[src/rtl/n_packet_tx_ctrl.sv]
// Packet buffer and transmit sequencer: collects bytes while idle, then
// strobes each byte and a trailing stop bit into a busy-flagged serial transmitter.
module n_packet_tx_ctrl #(
    parameter int DEPTH_LOG2 = 3
) (
    input  logic                  clk,
    input  logic                  reset,
    input  logic [7:0]            wr_data,
    input  logic                  wr_strobe,
    input  logic                  send_strobe,
    input  logic                  tx_busy,
    output logic [7:0]            tx_data,
    output logic                  tx_stopbit,
    output logic                  tx_strobe,
    output logic [DEPTH_LOG2:0]   count,
    output logic                  idle,
    output logic                  done,
    output logic                  error
);

    localparam int DEPTH = 1 << DEPTH_LOG2;
    localparam logic [DEPTH_LOG2:0] FULL = {1'b1, {DEPTH_LOG2{1'b0}}};

    typedef enum logic [2:0] {
        S_IDLE,
        S_BYTE,
        S_SETTLE,
        S_WAIT,
        S_STOP,
        S_STOP_SETTLE,
        S_STOP_WAIT
    } state_t;

    state_t state;
    state_t state_nx;

    logic [7:0]            mem [DEPTH];
    logic [DEPTH_LOG2:0]   rd_idx;
    logic [7:0]            data_q;
    logic                  full;
    logic                  wr_ok;
    logic                  wr_drop;
    logic                  send_ok;
    logic                  byte_go;
    logic                  stop_go;
    logic                  fin;

    assign full    = (count == FULL);
    assign wr_ok   = wr_strobe && (state == S_IDLE) && !full;
    assign wr_drop = wr_strobe && !wr_ok;
    assign send_ok = send_strobe && (state == S_IDLE);
    assign byte_go = (state == S_BYTE) && !tx_busy;
    assign stop_go = (state == S_STOP) && !tx_busy;
    assign fin     = (state == S_STOP_WAIT) && !tx_busy;

    always_ff @(posedge clk or posedge reset) begin
        if (reset) begin
            state <= S_IDLE;
        end else begin
            state <= state_nx;
        end
    end

    always_comb begin
        state_nx = state;
        unique case (state)
            S_IDLE: begin
                // A byte written on the send cycle already belongs to the packet
                if (send_strobe) begin
                    state_nx = (count != '0 || wr_ok) ? S_BYTE : S_STOP;
                end
            end
            S_BYTE: begin
                if (!tx_busy) state_nx = S_SETTLE;
            end
            S_SETTLE: begin
                state_nx = S_WAIT;
            end
            S_WAIT: begin
                if (!tx_busy) begin
                    state_nx = (rd_idx < count) ? S_BYTE : S_STOP;
                end
            end
            S_STOP: begin
                if (!tx_busy) state_nx = S_STOP_SETTLE;
            end
            S_STOP_SETTLE: begin
                state_nx = S_STOP_WAIT;
            end
            S_STOP_WAIT: begin
                if (!tx_busy) state_nx = S_IDLE;
            end
            default: begin
                state_nx = S_IDLE;
            end
        endcase
    end

    always_comb begin
        tx_strobe  = byte_go || stop_go;
        tx_stopbit = stop_go;
        tx_data    = (state == S_BYTE) ? mem[rd_idx[DEPTH_LOG2-1:0]] : data_q;
        idle       = (state == S_IDLE);
        done       = fin;
    end

    always_ff @(posedge clk or posedge reset) begin
        if (reset) begin
            count  <= '0;
            rd_idx <= '0;
            data_q <= 8'h00;
            error  <= 1'b0;
        end else begin
            error <= wr_drop;
            if (fin) begin
                count <= '0;
            end else if (wr_ok) begin
                count <= count + 1'b1;
            end
            if (send_ok) begin
                rd_idx <= '0;
            end else if (byte_go) begin
                rd_idx <= rd_idx + 1'b1;
            end
            if (byte_go) begin
                data_q <= mem[rd_idx[DEPTH_LOG2-1:0]];
            end
        end
    end

    // Storage is qualified by count, so it needs no reset
    always_ff @(posedge clk) begin
        if (wr_ok) begin
            mem[count[DEPTH_LOG2-1:0]] <= wr_data;
        end
    end

endmodule

[config.mk]
export PLATFORM = sky130hd
export DESIGN_NAME = n_packet_tx_ctrl
export DESIGN_NICKNAME = d
export VERILOG_FILES = /design/src/rtl/n_packet_tx_ctrl.sv
export SDC_FILE = /design/constraint.sdc
export NUM_CORES = 1
export LEC_CHECK = 0
export ABC_CLOCK_PERIOD_IN_PS = 2870
export CAP_MARGIN = 30
export CORE_AREA = 2 2 84 86
export DETAILED_ROUTE_END_ITERATION = 8
export DIE_AREA = 0 0 86 88
export PLACE_DENSITY = 0.74
export SETUP_SLACK_MARGIN = 0.1
export SYNTH_ARGS = -nofsm -noshare
export SYNTH_HDL_FRONTEND = slang
export SYNTH_SLANG_ARGS = --single-unit
[constraint.sdc]
create_clock -name clk -period 2.87 [get_ports clk]
set_clock_uncertainty 0.05 [all_clocks]
set_input_delay 0.4305 -clock clk [delete_from_list [all_inputs] [get_ports clk]]
set_output_delay 0.4305 -clock clk [all_outputs]
set_load 0.01 [all_outputs]
==> results.md, run 1 <==
* Outcome: finished clean
* Final Max Slew Viols at 0
* DRT antenna net count at 0
* Residual DRC at 0
* Area of the die at ~7600 um2
* Async set-or-reset flop fraction in the synthesized netlist at between 20% and 30%
* RSZ-0062 raised after global routing: no
* Placed cells at 338
* Worst skew pair latency at around 0.35 ns
* Io pins at 30
* CTS H-tree depth at 3
* Root buf cell: clkbuf_8
* Leakage at about 1.5 nW
* Setup CP Type: register to output pin
* Clk buf depth at 2
* Via count at just over 2,000
* Syn Area/Cell at approximately 16 um2
* Worst reg-to-reg setup slack at about 0.75 ns
* Sequential-to-total area share from yosys stat at about two thirds
* CTS tree: built
* Worst-Margin Slew at just over 0.8 ns
* Highest clock rate at 0.380 GHz
* Area delta synth->final at 17.7%
* Layout cells sized above 1 at 18.8%
* Initial antenna violation count at 0
* Post-route cell area at between 4000 and 5000 um2
* Port bufs at 29
* Reg2reg path depth at 4
* Max Fanout on Critical Path at 10
* Site Rows at 30
* Post-DP HPWL at approximately 4000 um
* Final cell count without fillers at 357
* Final min period at roughly 2.6 ns
* Library cells used by synthesis at 39
* DRT iter0 DRCs at approximately 160
* Peak supply drop at 0.406 mV
* Wire length per cell at ~18 um
* Setup violation total in the final timing report at 0
* Seq cells post-synth at 84
* Worst reg2reg path startpoint: state[1]
* Vias in the first global route at between 1,500 and 2,000
* Fin nets at a little under 300
* Hold-fix buffers, CTS at 0
* DR vias/cell at ~5.7
* DP Area at slightly above 4000 um2
* Total iterations of the first detailed-routing run at 4
* Area leader, netlist: edfxtp_1
* Reg-to-reg endpoint: mem[0][4]
* Post-synth EDFFs at 64
* Clock share of power at about 20%
* Worst Path Arrival at 2.15 ns
* First-pass GRT wire length at slightly above 10,000 um
* Synth area leaders: edfxtp_1 52%, dfrtp_1 14%, mux4_1 6.5%
* Yosys top cell area share at 52.5%
* Tcrit/Tclk final at around nine tenths
* Top post-synthesis cells by count: 64 x edfxtp_1, 26 x nor2_1, 24 x a21oi_1
* Sequential power share at 41.2%
* Clock slew at reported path FFs at ~0.090 ns
* Setup TNS at 0 ns
* Cell-internal power at 2.71 mW
* HP Class: input port to asynchronous set/reset pin
* Starting Density at a little under three fifths
* Syn_nets at between 200 and 250
* PnR worst setup slack at 0.240 ns
* Clock sink count at 84
* Logic pwr share at between 30% and 40%
* Power Dens Cells at 959 nW/um2
* Die Wd at roughly 86 um
* Switch share at between 30% and 40%
* Core box area at about 6600 um2
* Synth Instances at around 230
* Largest net degree at the start of global routing at 21
* Leading cell type by number of instances after synthesis: edfxtp_1
* Nature of the critical path endpoint: output pin
* Synth Warn # at 0
* Synth Cell Area at roughly 3700 um2
* CP required at approximately 2.4 ns
* Register area at 2420 um2
* Die Span Y at ~88 um
* Prevailing post-synth register cell: edfxtp_1
* Routed WL at 6470 um
* Tot GR Track Use at 18.8%
* GR Overflow Total at 0
* Number of antenna diodes at 0
* Max_cap viols at 0
* Final Wtd Congestion at 0.765
* Critical Path Start Type: register
* Final hold violation count at 0
* Pre-CTS setup slack at approximately 0.28 ns
* Fillers at roughly 480
* Multi-input logic area at about 1100 um2
* Relative slew slack at a little under half
* Psw at 1.42 mW
* Cts bufs inserted at 9
-- per-layer routing --
metal	GRT usage [%]	share of wire, %	up-vias
met1	25.6	44	1005
met5	0	0	-
met3	5.00	6.6	6
met4	7.94	1.1	0
met2	29.0	48	51
li1	-	-	970
-- sequential cells by signal, indices dropped and copies added (netlist names) --
register  count
state         3
count         4
error         1
mem          64
rd_idx        4
data_q        8
-- repair_timing --
action / 4_1_cts / 5_1_grt
buffers inserted: 2 / 0
resized for setup: 15 / 3
gates cloned: 0 / 1
setup endpoints to repair: 8 / 1
-- power by group through the flow --
stage / Combinational [mW] / Clock (mW) / Sequential (mW)
after floorplan: 1.13 / 0 / 1.61
after global placement: 1.51 / 0 / 1.70
after detailed placement: 1.55 / 0 / 1.71
after CTS: 1.56 / 0.854 / 1.69
after global routing: 1.76 / 0.907 / 1.73
final: 1.60 / 0.831 / 1.70
-- through the flow --
step	power [mW]	util (%)	hold slack, ns
2_1_floorplan	2.74	-	0.344
3_3_place_gp	3.21	61.1	0.458
3_5_place_dp	3.26	61.1	0.475
4_1_cts	4.11	64.3	0.485
5_1_grt	4.39	64.9	0.531
6_report	4.13	64.9	0.475
-- critical path, stage by stage (launching register included) --
cell and delay (ns):
dfrtp_2 0.42, buf_12 0.16, mux4_1 0.57, mux2i_2 0.25, a21oi_1 0.10, dlygate4sd2_1 0.29
-- placed cells by master, fill, tap and decap left out, types with 4 or more instances in the layout --
master and n:
mux2i_1 5, ha_1 6, nor2_1 26, clkbuf_8 9, nand2_1 7, inv_1 6, buf_4 13, mux4_1 6
edfxtp_1 64, a21oi_1 24, clkdlybuf4s50_1 21, mux2i_2 4, dfrtp_1 19, mux4_2 10, dlygate4sd2_1 7
-- cell families (layout without fill, tap and decap cells) --
logic type	after synthesis	count (layout)	synth area share [%]
muxes	26	26	13.5
xor gates and xnor gates	5	5	1.20
and+or+nand+nor	53	53	8.07
AOI/OAI and AO/OA	37	37	5.84
buffers and inverters	18	66	3.18
DFF	84	84	66.2
adders and majority gates	6	6	2.05
-- worst max path at each step --
stage / from / to / slack [ns]
final: rd_idx[0] / tx_data[0] / 0.24
after global placement: tx_busy / done / 0.30
after global routing: state[1] / done / 0.10
after detailed placement: tx_busy / done / 0.28
after floorplan: state[0] / mem[0][0] / 0.49
after CTS: rd_idx[0] / tx_data[6] / 0.05
-- area by class of cell --
cell class / count / area share, %
Multi-Input combinational cell: 127 / 26.4
Clock buffer: 9 / 2.87
Clock inverter: 7 / 1.74
Sequential cell: 84 / 56.2
Timing Repair Buffer: 44 / 9.90
Inverter: 6 / 0.522
Tap cell: 80 / 2.32
No activity file was read; power rests on OpenSTA's default activity.
==> inputs of run 2 (changes only) <==
Settings changed: GPL_ROUTABILITY_DRIVEN set to 0.
==> results of run 2 <==
Same layout as run 1: the final DEF is identical, and so are final timing and power.
